==> src/rtl/ped_request.sv <==
// ped_request: pedestrian-request front end for a two-approach intersection.
//
// Each approach has its own channel: 2-flop synchroniser, tick-based
// debouncer, rising-edge press detector, and a request FSM (IDLE, PENDING,
// LOCKOUT) that holds the request until the light controller grants it. The
// FSM then ignores new presses for a lockout window. The WAIT indicator is
// driven high on entry to PENDING and toggles every FLASH_TICKS ticks while
// the request is pending.
//
// Handshake: req is a level. The controller may pulse grant (one cycle) only
// once it has seen req high. The channel drops req on the next edge, so a
// grant while req is low has no effect.
//
// Ports:
//   clk        in  system clock, rising edge
//   rst        in  synchronous active-high reset
//   tick       in  one-cycle time-base enable; all tick timing uses it
//   day_night  in  1 = day operation, 0 = night flashing (cancels requests)
//   btn1/btn2  in  raw asynchronous push-buttons, active-high
//   grant1/2   in  one-cycle grant pulses from the light controller
//   req1/req2  out request pending for approach 1/2
//   wait_led1/2 out flashing WAIT indicator for approach 1/2

module ped_request_chan #(
    parameter int unsigned DEB_TICKS   = 20,
    parameter int unsigned LOCK_TICKS  = 100,
    parameter int unsigned FLASH_TICKS = 250
) (
    input  logic clk,
    input  logic rst,
    input  logic tick,
    input  logic day_night,
    input  logic btn,
    input  logic grant,
    output logic req,
    output logic wait_led
);

    typedef enum logic [1:0] {
        IDLE    = 2'd0,
        PENDING = 2'd1,
        LOCKOUT = 2'd2
    } state_t;

    localparam logic [15:0] DEB_MAX   = 16'(DEB_TICKS);
    localparam logic [15:0] LOCK_MAX  = 16'(LOCK_TICKS);
    localparam logic [15:0] FLASH_MAX = 16'(FLASH_TICKS);

    logic        sync1_q, btn_s_q;
    logic        btn_db_q, btn_db_d;
    logic        btn_db_prev_q;
    logic [15:0] deb_cnt_q, deb_cnt_d;
    state_t      state_q, state_d;
    logic [15:0] lock_cnt_q, lock_cnt_d;
    logic [15:0] flash_cnt_q, flash_cnt_d;
    logic        wait_q, wait_d;
    logic        press;

    // Debouncer: count ticks while the synchronised level disagrees with
    // the debounced level; any agreement restarts the count.
    always_comb begin
        deb_cnt_d = deb_cnt_q;
        btn_db_d  = btn_db_q;
        if (btn_s_q == btn_db_q) begin
            deb_cnt_d = 16'd0;
        end else if (tick) begin
            if (deb_cnt_q + 16'd1 == DEB_MAX) begin
                btn_db_d  = btn_s_q;
                deb_cnt_d = 16'd0;
            end else begin
                deb_cnt_d = deb_cnt_q + 16'd1;
            end
        end
    end

    // Only a rising edge of the debounced level counts as a press.
    assign press = btn_db_q & ~btn_db_prev_q;

    always_comb begin
        state_d     = state_q;
        lock_cnt_d  = lock_cnt_q;
        flash_cnt_d = flash_cnt_q;
        wait_d      = wait_q;
        unique case (state_q)
            IDLE: begin
                wait_d = 1'b0;
                // A grant is meaningless here; a press (day only) wins.
                if (press && day_night) begin
                    state_d     = PENDING;
                    wait_d      = 1'b1;
                    flash_cnt_d = 16'd0;
                end
            end
            PENDING: begin
                // Grant takes priority over a night cancel in the same cycle.
                if (grant) begin
                    state_d    = LOCKOUT;
                    lock_cnt_d = 16'd0;
                    wait_d     = 1'b0;
                end else if (!day_night) begin
                    state_d = IDLE;
                    wait_d  = 1'b0;
                end else if (tick) begin
                    if (flash_cnt_q + 16'd1 == FLASH_MAX) begin
                        wait_d      = ~wait_q;
                        flash_cnt_d = 16'd0;
                    end else begin
                        flash_cnt_d = flash_cnt_q + 16'd1;
                    end
                end
            end
            LOCKOUT: begin
                // Lockout keeps counting even at night.
                wait_d = 1'b0;
                if (tick) begin
                    if (lock_cnt_q + 16'd1 == LOCK_MAX) begin
                        state_d    = IDLE;
                        lock_cnt_d = 16'd0;
                    end else begin
                        lock_cnt_d = lock_cnt_q + 16'd1;
                    end
                end
            end
            default: begin
                state_d = IDLE;
                wait_d  = 1'b0;
            end
        endcase
    end

    always_ff @(posedge clk) begin
        if (rst) begin
            sync1_q       <= 1'b0;
            btn_s_q       <= 1'b0;
            btn_db_q      <= 1'b0;
            btn_db_prev_q <= 1'b0;
            deb_cnt_q     <= 16'd0;
            state_q       <= IDLE;
            lock_cnt_q    <= 16'd0;
            flash_cnt_q   <= 16'd0;
            wait_q        <= 1'b0;
        end else begin
            sync1_q       <= btn;
            btn_s_q       <= sync1_q;
            btn_db_q      <= btn_db_d;
            btn_db_prev_q <= btn_db_q;
            deb_cnt_q     <= deb_cnt_d;
            state_q       <= state_d;
            lock_cnt_q    <= lock_cnt_d;
            flash_cnt_q   <= flash_cnt_d;
            wait_q        <= wait_d;
        end
    end

    assign req      = (state_q == PENDING);
    assign wait_led = wait_q;

endmodule

module ped_request #(
    parameter int unsigned DEB_TICKS   = 20,
    parameter int unsigned LOCK_TICKS  = 100,
    parameter int unsigned FLASH_TICKS = 250
) (
    input  logic clk,
    input  logic rst,
    input  logic tick,
    input  logic day_night,
    input  logic btn1,
    input  logic btn2,
    input  logic grant1,
    input  logic grant2,
    output logic req1,
    output logic req2,
    output logic wait_led1,
    output logic wait_led2
);

    ped_request_chan #(
        .DEB_TICKS  (DEB_TICKS),
        .LOCK_TICKS (LOCK_TICKS),
        .FLASH_TICKS(FLASH_TICKS)
    ) u_ch1 (
        .clk      (clk),
        .rst      (rst),
        .tick     (tick),
        .day_night(day_night),
        .btn      (btn1),
        .grant    (grant1),
        .req      (req1),
        .wait_led (wait_led1)
    );

    ped_request_chan #(
        .DEB_TICKS  (DEB_TICKS),
        .LOCK_TICKS (LOCK_TICKS),
        .FLASH_TICKS(FLASH_TICKS)
    ) u_ch2 (
        .clk      (clk),
        .rst      (rst),
        .tick     (tick),
        .day_night(day_night),
        .btn      (btn2),
        .grant    (grant2),
        .req      (req2),
        .wait_led (wait_led2)
    );

endmodule

==> config.mk <==
export PLATFORM = sky130hd
export DESIGN_NAME = ped_request
export DESIGN_NICKNAME = d
export VERILOG_FILES = /design/src/rtl/ped_request.sv
export SDC_FILE = /design/constraint.sdc
export NUM_CORES = 1
export LEC_CHECK = 0
export BUFFER_PORTS_ARGS = -buffer_cell sky130_fd_sc_hd__clkbuf_2
export CELL_PAD_IN_SITES_DETAIL_PLACEMENT = 0
export CELL_PAD_IN_SITES_GLOBAL_PLACEMENT = 2
export CORE_MARGIN = 4
export CORE_UTILIZATION = 39
export CTS_BUF_LIST = sky130_fd_sc_hd__clkbuf_8
export CTS_CLUSTER_SIZE = 40
export DETAILED_ROUTE_END_ITERATION = 10
export PLACE_DENSITY_LB_ADDON = 0.1
export SLEW_MARGIN = 40
export SYNTH_ARGS = -nofsm -noshare
export SYNTH_HDL_FRONTEND = slang
export SYNTH_SLANG_ARGS = --single-unit
export TNS_END_PERCENT = 5
==> constraint.sdc <==
create_clock -name clk -period 3.2 [get_ports clk]
set_input_delay 0.32 -clock clk [delete_from_list [all_inputs] [get_ports clk]]
set_output_delay 0.32 -clock clk [all_outputs]
set_load 0.005 [all_outputs]
## Yosys cells after proc, flatten, opt, wreduce, memory -nomap -nowiden

Cells that the tools add are included.
W data, S select, Z words.

- Equal/unequal tests: 32
- Reductions and logical operators: 20
- Bitwise gates (word level): 8
- Add/subtract/negate cells: 6
- Muxes and demuxes: 45

Operators with widths:

| cell | count |
|---|---|
| $mux W16 | 18 |
| $pmux W16 S2 | 4 |
| $add A16 B1 Y16 const B | 6 |
| $eq A16 B5 Y1 const B | 2 |
| $eq A16 B7 Y1 const B | 2 |
| $eq A16 B8 Y1 const B | 2 |
| $ne A2 B2 Y1 const B | 10 |
| $mux W2 | 9 |
| $pmux W2 S3 | 2 |
| $reduce_and A3 Y1 | 4 |
| $mux W1 | 10 |
| $reduce_and A5 Y1 | 2 |
| $ne A2 B1 Y1 const B | 4 |
| $ne A4 B3 Y1 const B | 2 |
| $ne A4 B4 Y1 const B | 2 |
| $reduce_and A4 Y1 | 2 |
| $reduce_bool A2 Y1 | 4 |
| $ne A3 B3 Y1 const B | 2 |
| $not A1 Y1 | 6 |
| $eq A2 B1 Y1 const B | 2 |
| $eq A2 B2 Y1 const B | 2 |
| $logic_not A2 Y1 | 2 |
| $pmux W1 S2 | 2 |
| $reduce_and A2 Y1 | 2 |
| 4 further kinds | 8 |

- Word-level logic and storage cells: 129
- Input port bits: 8
- Register bits: 110

## Longest topological paths before layout

- Depth in word-level cells: 7
- Depth in mapped cells: 10
- Mapped depth without buffers: 8

## Cells and area by module

Synthesis repeated with hierarchy kept, for this count alone.

- Cells, all modules: 809
- Area, all modules: 6398.6 um^2

By module, submodules not included:

| module | area each (um^2) | seq. area each (um^2) | times used | cells each |
|---|---|---|---|---|
| ped_request_chan at u_ch1 | 3218.1 | 1101.1 | 1 | 396 |
| ped_request_chan at u_ch2 | 3180.6 | 1101.1 | 1 | 413 |

## Least setup slack after synthesis

OpenSTA, ideal clock, no wires.

- Path type: register to register
- Start: register u_ch1.flash_cnt_q[0]
- End: register u_ch1.flash_cnt_q[4]
- Setup time: 120 ps
- Setup slack: 654 ps
- Cell stages (with the launch flop): 9
- Arrival time: 2426 ps
- Cells stage by stage: dfxtp_1 -> ha_1 -> nand3_2 -> or4_4 -> or3_1 -> a22oi_2 -> a311o_2 -> nor3_1 -> a211o_1

- Longest elaborated chain between the ends: 7

Ends and longest elaborated chain:

| what | RTL line | RTL |
|---|---|---|
| start: declaration | 55 | `logic [15:0] flash_cnt_q, flash_cnt_d;` |
| start signal: assignment | 150 | `flash_cnt_q <= flash_cnt_d;` |
| $add A16 B1 Y16 (*) | 104, 108 |  |
| $eq A16 B8 Y1 | 104 | `if (flash_cnt_q + 16'd1 == FLASH_MAX) begin` |
| $mux W16 (*) | 104 |  |
| $mux W16 (*) | 103 | `end else if (tick) begin` |
| $mux W16 (*) | 100 | `end else if (!day_night) begin` |
| $mux W16 (*) | 96 | `if (grant) begin` |
| $pmux W16 S2 (*) | 84 | `unique case (state_q)` |

Mark *: on every way between the ends. The rest lies on a longest branch, timed or not. The select of a mux whose other input is x is not followed.
A chain may end at the register's enable or synchronous reset.

## Final worst setup path

- Start: register u_ch2.flash_cnt_q[0]
- End: register u_ch2.flash_cnt_q[4]

- Longest elaborated chain between the ends: 7

Ends and longest elaborated chain:

| what | RTL line |
|---|---|
| start: declaration | 55 |
| start signal: assignment | 150 |
| $add A16 B1 Y16 (*) | 104, 108 |
| $eq A16 B8 Y1 | 104 |
| $mux W16 (*) | 104 |
| $mux W16 (*) | 103 |
| $mux W16 (*) | 100 |
| $mux W16 (*) | 96 |
| $pmux W16 S2 (*) | 84 |

Marks and branches as above.

==> flow_summary.yaml <==
logic_synthesis:
  synth_edf_count: 0
  synth_area_leaders: "dfxtp_1 (35%), xor2_1 (6.5%), nor2_1 (6.0%)"
  syn_inst: 807
  async_reset_ff_share_pct: 0
  yosysWarnings: 0
  netlist.area_leader.share_pct: 35.3
  syn_nets: 823
  yosysMostFrequentCell: "dfxtp_1"
  yosysSeqAreaShare_pct: 35.3
  synthTopCellsByCount: "dfxtp_1 (110), nor2_1 (99), nand2_1 (97)"
  synth_cell_type_count: 63
  synth_top_flop_cell: "dfxtp_1"
  synth_seq_cells: 110
  netlist_area_sq_um: 6240
  synth_area_leader_cell: "dfxtp_1"
  avgSynthCellArea_sq_um: 7.73
cells_and_area:
  fin_util_pct: 43.1
  n_antenna_cell: 0
  area_growth_syn_to_layout_pct: 6.66
  drive_gt1_share_pct: 5.53
  nNetsFinal: 808
  final_area_sq_um: 6660
global_route:
  antenna_found_initial: 0
  grt_start_max_net_pins: 26
  grt-ovfl-total: 0
  grtUsageTotal_pct: 16.2
  grt_first_pass_wirelength_um: 24400
  grt_pass1_vias: 5061
routing:
  num_vias: 5443
  drtIter0Drc: 250
  ant_nets: 0
  wirelength_um: 14100
  vias_per_cell: 5.41
  firstDrtPassIters: 4
  drcViolationCount: 0
  post_drt_wl_per_cell_um: 14.1
pwr:
  p_comb_share_pct: 2.2
  seq_power_share_pct: 56.9
  cellLeakagePower_nw: 2.14
  p_switching_uw: 514
  power.total_mw: 2.41
  peakVddDrop_v: 0.000185
  power_frac_clock_pct: 40.9
  p_int_mw: 1.90
  p_per_area_nw_per_um2: 362
  swShare_pct: 21.3
job:
  cap_violations: 0
timing:
  setup_tns_ns: 0
  worstMarginPinSlew_ns: 0.839
  clock_skew_ns: 0.00791
  fmax_mhz: 350
  hold_viol: 0
  period_needed_ns: 2.86
  fin_ws_ns: 0.343
  rsz0062_at_grt: "no"
  slew_headroom_pct: 44.1
  slew_viol_final: 0
  period_share_pct: 89.3
  setup_violations: 0
placed_design:
  place_ws_ns: 0.363
  place_area_sq_um: 6430
  port_buffers: 11
  place.gp.congestion: 0.805
  place_hpwl_um: 10200
worst_setup_path:
  path_max_fanout: 10
  crit_path_start_kind: "register"
  crit_arrival_ns: 3.12
  worstSetupEndpointType: "register"
  worstPathRequired_ns: 3.46
  critical_path_class: "reg -> reg"
clock_network:
  postCtsSetupBuffers: 0
  cts-root-buf: "clkbuf_8"
  htree_levels: 3
  cts.clk_slew.worst_paths_ns: 0.10
  cts_hold_buf: 0
  cts_resized: 0
  cts_tree: "yes"
  clock_path_buffers: 2
  cts_sinks: 110
  clk-insertion-delay-late_ns: 0.37
  cts_buffers: 9
outcome:
  outcome: "complete, no violations"
die:
  start_util_pct: 40.4
  die_w_um: 134
  die_y_um: 134
  num_rows: 45
  core_area_sq_um: 15400
  die_area_sq_um: 18100
  ios: 12
worst_hold_path:
  hp-class: "in -> reg"
state kept, by name (all words and copies together), names as in the netlist:
signal	flops
u_ch1.btn_db_prev_q	1
u_ch1.btn_db_q	1
u_ch1.btn_s_q	1
u_ch1.deb_cnt_q	16
u_ch1.flash_cnt_q	16
u_ch1.lock_cnt_q	16
u_ch1.state_q	2
u_ch1.sync1_q	1
u_ch1.wait_led	1
u_ch2.btn_db_prev_q	1
u_ch2.btn_db_q	1
u_ch2.btn_s_q	1
u_ch2.deb_cnt_q	16
u_ch2.flash_cnt_q	16
u_ch2.lock_cnt_q	16
u_ch2.state_q	2
u_ch2.sync1_q	1
u_ch2.wait_led	1
layer usage:
metal / routed length [um] / up-vias / GRT usage (%)
met4: 138 / 0 / 4.41
met2: 6510 / 51 / 26.0
li1: - / 2836 / -
met5: 0 / - / 0
met1: 7160 / 2546 / 22.2
met3: 337 / 10 / 3.24
layout by cell type, fill, tap and decap left out, drive strengths merged, types with 26 or more instances in the layout:
| master | n |
|---|---|
| nor2 | 99 |
| xnor2 | 33 |
| a21oi | 32 |
| nor3 | 26 |
| nand2 | 97 |
| nand3 | 45 |
| o21ai | 28 |
| nand4 | 41 |
| dfxtp | 110 |
| xor2 | 46 |
critical path, cell delays in order, from the launching register on:
cell,delay [ns]
dfxtp_1,0.53
ha_1,0.40
nand3_1,0.25
nor4_1,0.37
xnor2_1,0.20
nand4_1,0.12
o31a_1,0.43
buf_4,0.21
a21oi_1,0.15
mux2i_1,0.10
power by group through the flow:
stage / Sequential [mW] / Clock (mW) / Combinational [mW]
6_report: 1.37 / 0.985 / 0.0533
5_1_grt: 1.37 / 1.08 / 0.0605
4_1_cts: 1.37 / 1.03 / 0.0550
3_5_place_dp: 1.40 / 0 / 0.0549
3_3_place_gp: 1.40 / 0 / 0.0549
2_1_floorplan: 1.40 / 0 / 0.0336
area by class of cell:
class	instances	area, sq um
Fill cell	1588	8770
Multi-Input combinational cell	640	3800
Sequential cell	110	2200
Tap cell	211	264
Clock buffer	9	124
Timing Repair Buffer	19	115
Clock inverter	5	100
Inverter	12	45.0
kinds of logic (layout without fill, tap and decap cells):
group	after synthesis	after routing	share of synthesized area (%)
AND/OR/NAND/NOR	429	429	34.9
AO/OA/AOI/OAI	117	117	12.3
flip-flops	110	110	35.3
XOR/XNOR	79	79	11.1
buffers and inverters	57	45	3.73
adder cells (fa/ha/maj)	8	8	1.60
multiplexers	7	7	1.16
worst paths after layout:
path | start | end | slack [ns] | depth (start not counted)
hold reg to reg | u_ch1.sync1_q | u_ch1.btn_s_q | 0.44 | 1
setup / recovery | u_ch2.flash_cnt_q[0] | u_ch2.flash_cnt_q[4] | 0.34 | 9
hold / removal | btn2 | u_ch2.sync1_q | 0.16 | 2
setup reg to reg | u_ch2.flash_cnt_q[0] | u_ch2.flash_cnt_q[4] | 0.34 | 9
per-stage QoR:
stage	instances	hold slack (ns)
2_1_floorplan	807	0.414
3_3_place_gp	992	0.424
3_5_place_dp	992	0.423
4_1_cts	1006	0.141
5_1_grt	1006	0.165
6_report	1006	0.163
No activity file was read; power rests on OpenSTA's default activity.
